===== src/rtl/tick_rate_sel.sv =====
// Single-domain rate selector: divider with per-rate 1-cycle tick and 50% phase, rate switch at period boundary or immediate.
// Latency: tick/phase/cur_sel/pending registered, one cycle after the deciding edge; no backpressure (free-running, en gates).
module tick_rate_sel #(
  parameter int NUM_RATES   = 4,
  parameter int CNT_W       = 27,
  parameter int DIV0        = 100_000_000,
  parameter int DIV1        = 8_333_333,
  parameter int DIV2        = 25_000_000,
  parameter int DIV3        = 2_000_000,
  parameter int SWITCH_MODE = 0
) (
  input  logic       i_clk,
  input  logic       i_rst_n,
  input  logic       i_en,
  input  logic [1:0] i_sel,
  output logic       o_tick,
  output logic       o_phase,
  output logic [1:0] o_cur_sel,
  output logic       o_pending
);

  if (DIV0 < 2 || DIV1 < 2 || DIV2 < 2 || DIV3 < 2) begin : g_bad_div
    $error("tick_rate_sel: every DIVn must be at least 2");
  end
  if (NUM_RATES < 2 || NUM_RATES > 4) begin : g_bad_rates
    $error("tick_rate_sel: NUM_RATES must be 2..4");
  end

  localparam logic [2:0] NR = 3'(NUM_RATES);

  logic [CNT_W-1:0] r_cnt;
  logic             r_tick;
  logic             r_phase;
  logic [1:0]       r_cur;
  logic             r_pend;

  logic [CNT_W-1:0] w_last;
  logic             w_legal;
  logic             w_wrap;
  logic             w_req;
  logic [1:0]       w_cur_nxt;

  always_comb begin
    case (r_cur)
      2'd0:    w_last = CNT_W'(DIV0 - 1);
      2'd1:    w_last = CNT_W'(DIV1 - 1);
      2'd2:    w_last = CNT_W'(DIV2 - 1);
      default: w_last = CNT_W'(DIV3 - 1);
    endcase
  end

  assign w_legal = ({1'b0, i_sel} < NR);
  assign w_wrap  = (r_cnt == w_last);
  assign w_req   = w_legal && (i_sel != r_cur);

  // Rate in effect after this edge; pending is judged against it so it drops as the switch lands.
  always_comb begin
    w_cur_nxt = r_cur;
    if (!i_en) begin
      if (w_legal) w_cur_nxt = i_sel;
    end else if (SWITCH_MODE != 0) begin
      if (w_req) w_cur_nxt = i_sel;
    end else if (w_wrap && w_legal) begin
      w_cur_nxt = i_sel;
    end
  end

  always_ff @(posedge i_clk or negedge i_rst_n) begin
    if (!i_rst_n) begin
      r_cnt   <= '0;
      r_tick  <= 1'b0;
      r_phase <= 1'b0;
      r_cur   <= 2'd0;
      r_pend  <= 1'b0;
    end else begin
      r_cur  <= w_cur_nxt;
      r_pend <= (SWITCH_MODE == 0) && i_en && w_legal && (i_sel != w_cur_nxt);
      if (!i_en) begin
        r_cnt  <= '0;
        r_tick <= 1'b0;
      end else if ((SWITCH_MODE != 0) && w_req) begin
        r_cnt  <= '0;
        r_tick <= 1'b0;
      end else if (w_wrap) begin
        r_cnt   <= '0;
        r_tick  <= 1'b1;
        r_phase <= ~r_phase;
      end else begin
        r_cnt  <= r_cnt + CNT_W'(1);
        r_tick <= 1'b0;
      end
    end
  end

  assign o_tick    = r_tick;
  assign o_phase   = r_phase;
  assign o_cur_sel = r_cur;
  assign o_pending = r_pend;

endmodule


===== config.mk =====
export PLATFORM = sky130hd
export DESIGN_NAME = tick_rate_sel
export DESIGN_NICKNAME = d
export VERILOG_FILES = /design/src/rtl/tick_rate_sel.sv
export SDC_FILE = /design/constraint.sdc
export NUM_CORES = 1
export LEC_CHECK = 0
export BUFFER_PORTS_ARGS = -buffer_cell sky130_fd_sc_hd__buf_2
export CORE_MARGIN = 2
export CORE_UTILIZATION = 45
export CTS_BUF_LIST = sky130_fd_sc_hd__clkbuf_8
export DETAILED_ROUTE_END_ITERATION = 8
export SYNTH_ARGS = -nofsm -noshare
export SYNTH_HDL_FRONTEND = slang
export SYNTH_SLANG_ARGS = --single-unit

===== constraint.sdc =====
create_clock -name i_clk -period 3 [get_ports i_clk]
set_input_delay 0.15 -clock i_clk [delete_from_list [all_inputs] [get_ports i_clk]]
set_output_delay 0.15 -clock i_clk [all_outputs]
set_load 0.01 [all_outputs]

==> results.json <==
{
  "status": "finished, final reports clean",
  "cp-end-kind": "register",
  "period_minus_slack_ps": 2420,
  "vias": 1268,
  "max_slew_margin_pct": 53.0,
  "start_util_pct": 47.8,
  "hold_violations": 0,
  "clk_pin_slew_ps": 70,
  "routed_wl_um": 3590,
  "cts_tree": "yes",
  "syn-num-nets": 189,
  "drc": 0,
  "fin_setup_tns_ps": 0,
  "reg2reg_from": "o_cur_sel[0]",
  "skew_ps": 7.01,
  "hpwl_um": 2600,
  "n_fill_cell": 371,
  "period_share_pct": 80.6,
  "critPathMaxFanout": 27,
  "grt_start_max_net_pins": 33,
  "syn_area_sq_mm": 0.00179,
  "ant_nets": 0,
  "synthFlopType": "dfrtp_1",
  "ys_types": 30,
  "boundaryPins": 10,
  "synth-edff-count": 0,
  "setup_ws_ps": 583,
  "p_per_area_mw_per_mm2": 440,
  "antenna_found_initial": 0,
  "synth_cells": 179,
  "mostFrequentLayoutCells": "nor2_1, dfrtp_1, xor2_1, xnor2_1, nand4_1",
  "drtIter0Drc": 72,
  "critPathLaunchType": "register",
  "grt_pass1_wl_um": 6130,
  "worst_pin_slew_ps": 699,
  "cp.required_ps": 3160,
  "cts_buffers": 5,
  "drv_cap": 0,
  "dieArea_sq_mm": 0.00450,
  "portBuffers": 9,
  "grt_use_total_pct": 18.7,
  "cts_sinks": 32,
  "ys_seq_elements": 32,
  "cts_setup_buffers": 0,
  "gp_congestion": 0.828,
  "synthArstFlopShare_pct": 100,
  "holdWs_ps": 123,
  "ys_warn_count": 0,
  "antenna_cells": 0,
  "clockBufferDepth": 2,
  "hp-start": "i_sel[1]",
  "drive_above_1_share_pct": 12.0,
  "fmax_mhz": 414,
  "arrival_ps": 2570,
  "synth_area_per_cell_sq_um": 10.0,
  "dpl_worst_slack_ps": 582,
  "seq_area_frac_synth_pct": 44.7,
  "die_y_um": 67.1,
  "worst-setup-path-type": "reg -> reg",
  "grt_overflow": 0,
  "dr.pass1.iters": 4,
  "die_width_um": 67.1,
  "finalMaxSlewViolations": 0,
  "clk-insertion-delay-late_ps": 290,
  "min_path_type": "in -> reg",
  "vias_per_cell": 5.28,
  "num_rows": 22,
  "wl_per_cell_um": 15.0,
  "ctsRootBufferMaster": "clkbuf_8",
  "critPathLaunch": "o_cur_sel[0]",
  "setup_violations": 0,
  "leakage_nw": 0.865,
  "core-area_sq_mm": 0.00374,
  "vdd_drop_max_v": 0.000255,
  "fin_nets": 201,
  "cts_htree_levels": 2,
  "syn_to_final_growth_pct": 9.36,
  "rsz0062_at_grt": "no",
  "grt_pass1_vias": 1275
}
## cell type report
type	instances	area, sq um	area share (%)
tap	48	60.1	3.07
clock inverter	2	10.0	0.511
timing repair buffer	11	62.6	3.19
inverter	5	18.8	0.958
sequential	32	801	40.9
clock buffer	6	82.6	4.22
multi-input combinational	136	923	47.2
## power breakdown
group	total, mW	leakage (nW)	internal (mW)	switching (mW)
Clock	0.338	0.0510	0.183	0.155
Combinational	0.0735	0.378	0.0300	0.0434
Sequential	0.450	0.436	0.440	0.0107
Total	0.861	0.865	0.652	0.209
## timing repair
action,4_1_cts,5_1_grt
gates resized for setup,0,0
hold buffers,1,0
hold endpoints to repair,32,0
setup endpoints to repair,0,0
## worst max-delay path, stage by stage, from the launching register on
cell       delay, ps
dfrtp_1          470
inv_1            120
ha_1             350
xor2_1           160
nor4_1           180
o2111ai_1        260
o31ai_4          310
buf_4            350
nor2_1            90
## cell families (layout without fill, tap and decap cells)
family | after synthesis | after routing | share of synthesized area [%]
buffers and inverters | 11 | 24 | 3.70
AND/OR/NAND/NOR | 88 | 88 | 27.0
flip-flops | 32 | 32 | 44.7
multiplexers | 2 | 2 | 1.26
AO/OA/AOI/OAI | 7 | 7 | 3.21
adder cells (fa/ha/maj) | 5 | 5 | 3.49
XOR/XNOR | 34 | 34 | 16.6
## state kept, by name, summed over array words and instances, names as in the netlist
| register | flops |
|---|---|
| o_tick | 1 |
| o_phase | 1 |
| o_cur_sel | 2 |
| o_pending | 1 |
| r_cnt | 27 |
## through the flow
step	std cells	util, %	power (mW)	cell area [sq um]
2_1_floorplan	179	-	0.507	1790
3_3_place_gp	231	49.6	0.529	1860
3_5_place_dp	231	49.6	0.532	1860
4_1_cts	240	52.3	0.871	1960
5_1_grt	240	52.3	0.901	1960
6_report	240	52.3	0.861	1960
## synthesized netlist by cell type (3+ instances only)
master | count | area share, %
ha_1 | 5 | 3.5
nor4b_1 | 4 | 2.0
and3_1 | 5 | 1.7
buf_6 | 3 | 1.9
nand3_1 | 9 | 2.5
nand2_1 | 9 | 1.9
nor2_1 | 32 | 6.7
xnor2_1 | 12 | 5.9
dfrtp_1 | 32 | 45
inv_1 | 5 | 1.0
and4_1 | 4 | 2.0
xor2_1 | 22 | 11
nand4_1 | 11 | 3.8
nor4_1 | 4 | 1.4
## metal layers
layer,wire (um),GRT usage (%),up-vias
met4,62,7.91,0
met2,1630,28.1,16
met5,0,0,-
met1,1780,24.8,609
li1,-,-,638
met3,124,5.57,5
## path summary, 6_finish.rpt
kind | to | slack [ps] | cells past startpoint
hold / removal | o_cur_sel[1] | 120 | 2
setup reg to reg | r_cnt[3] | 580 | 8
setup / recovery | r_cnt[3] | 580 | 8
min in group asynchronous | r_cnt[13] | 440 | 2
max in group asynchronous | r_cnt[21] | 2110 | 2
hold reg to reg | o_phase | 470 | 1
(Power assumes the default switching activity.)
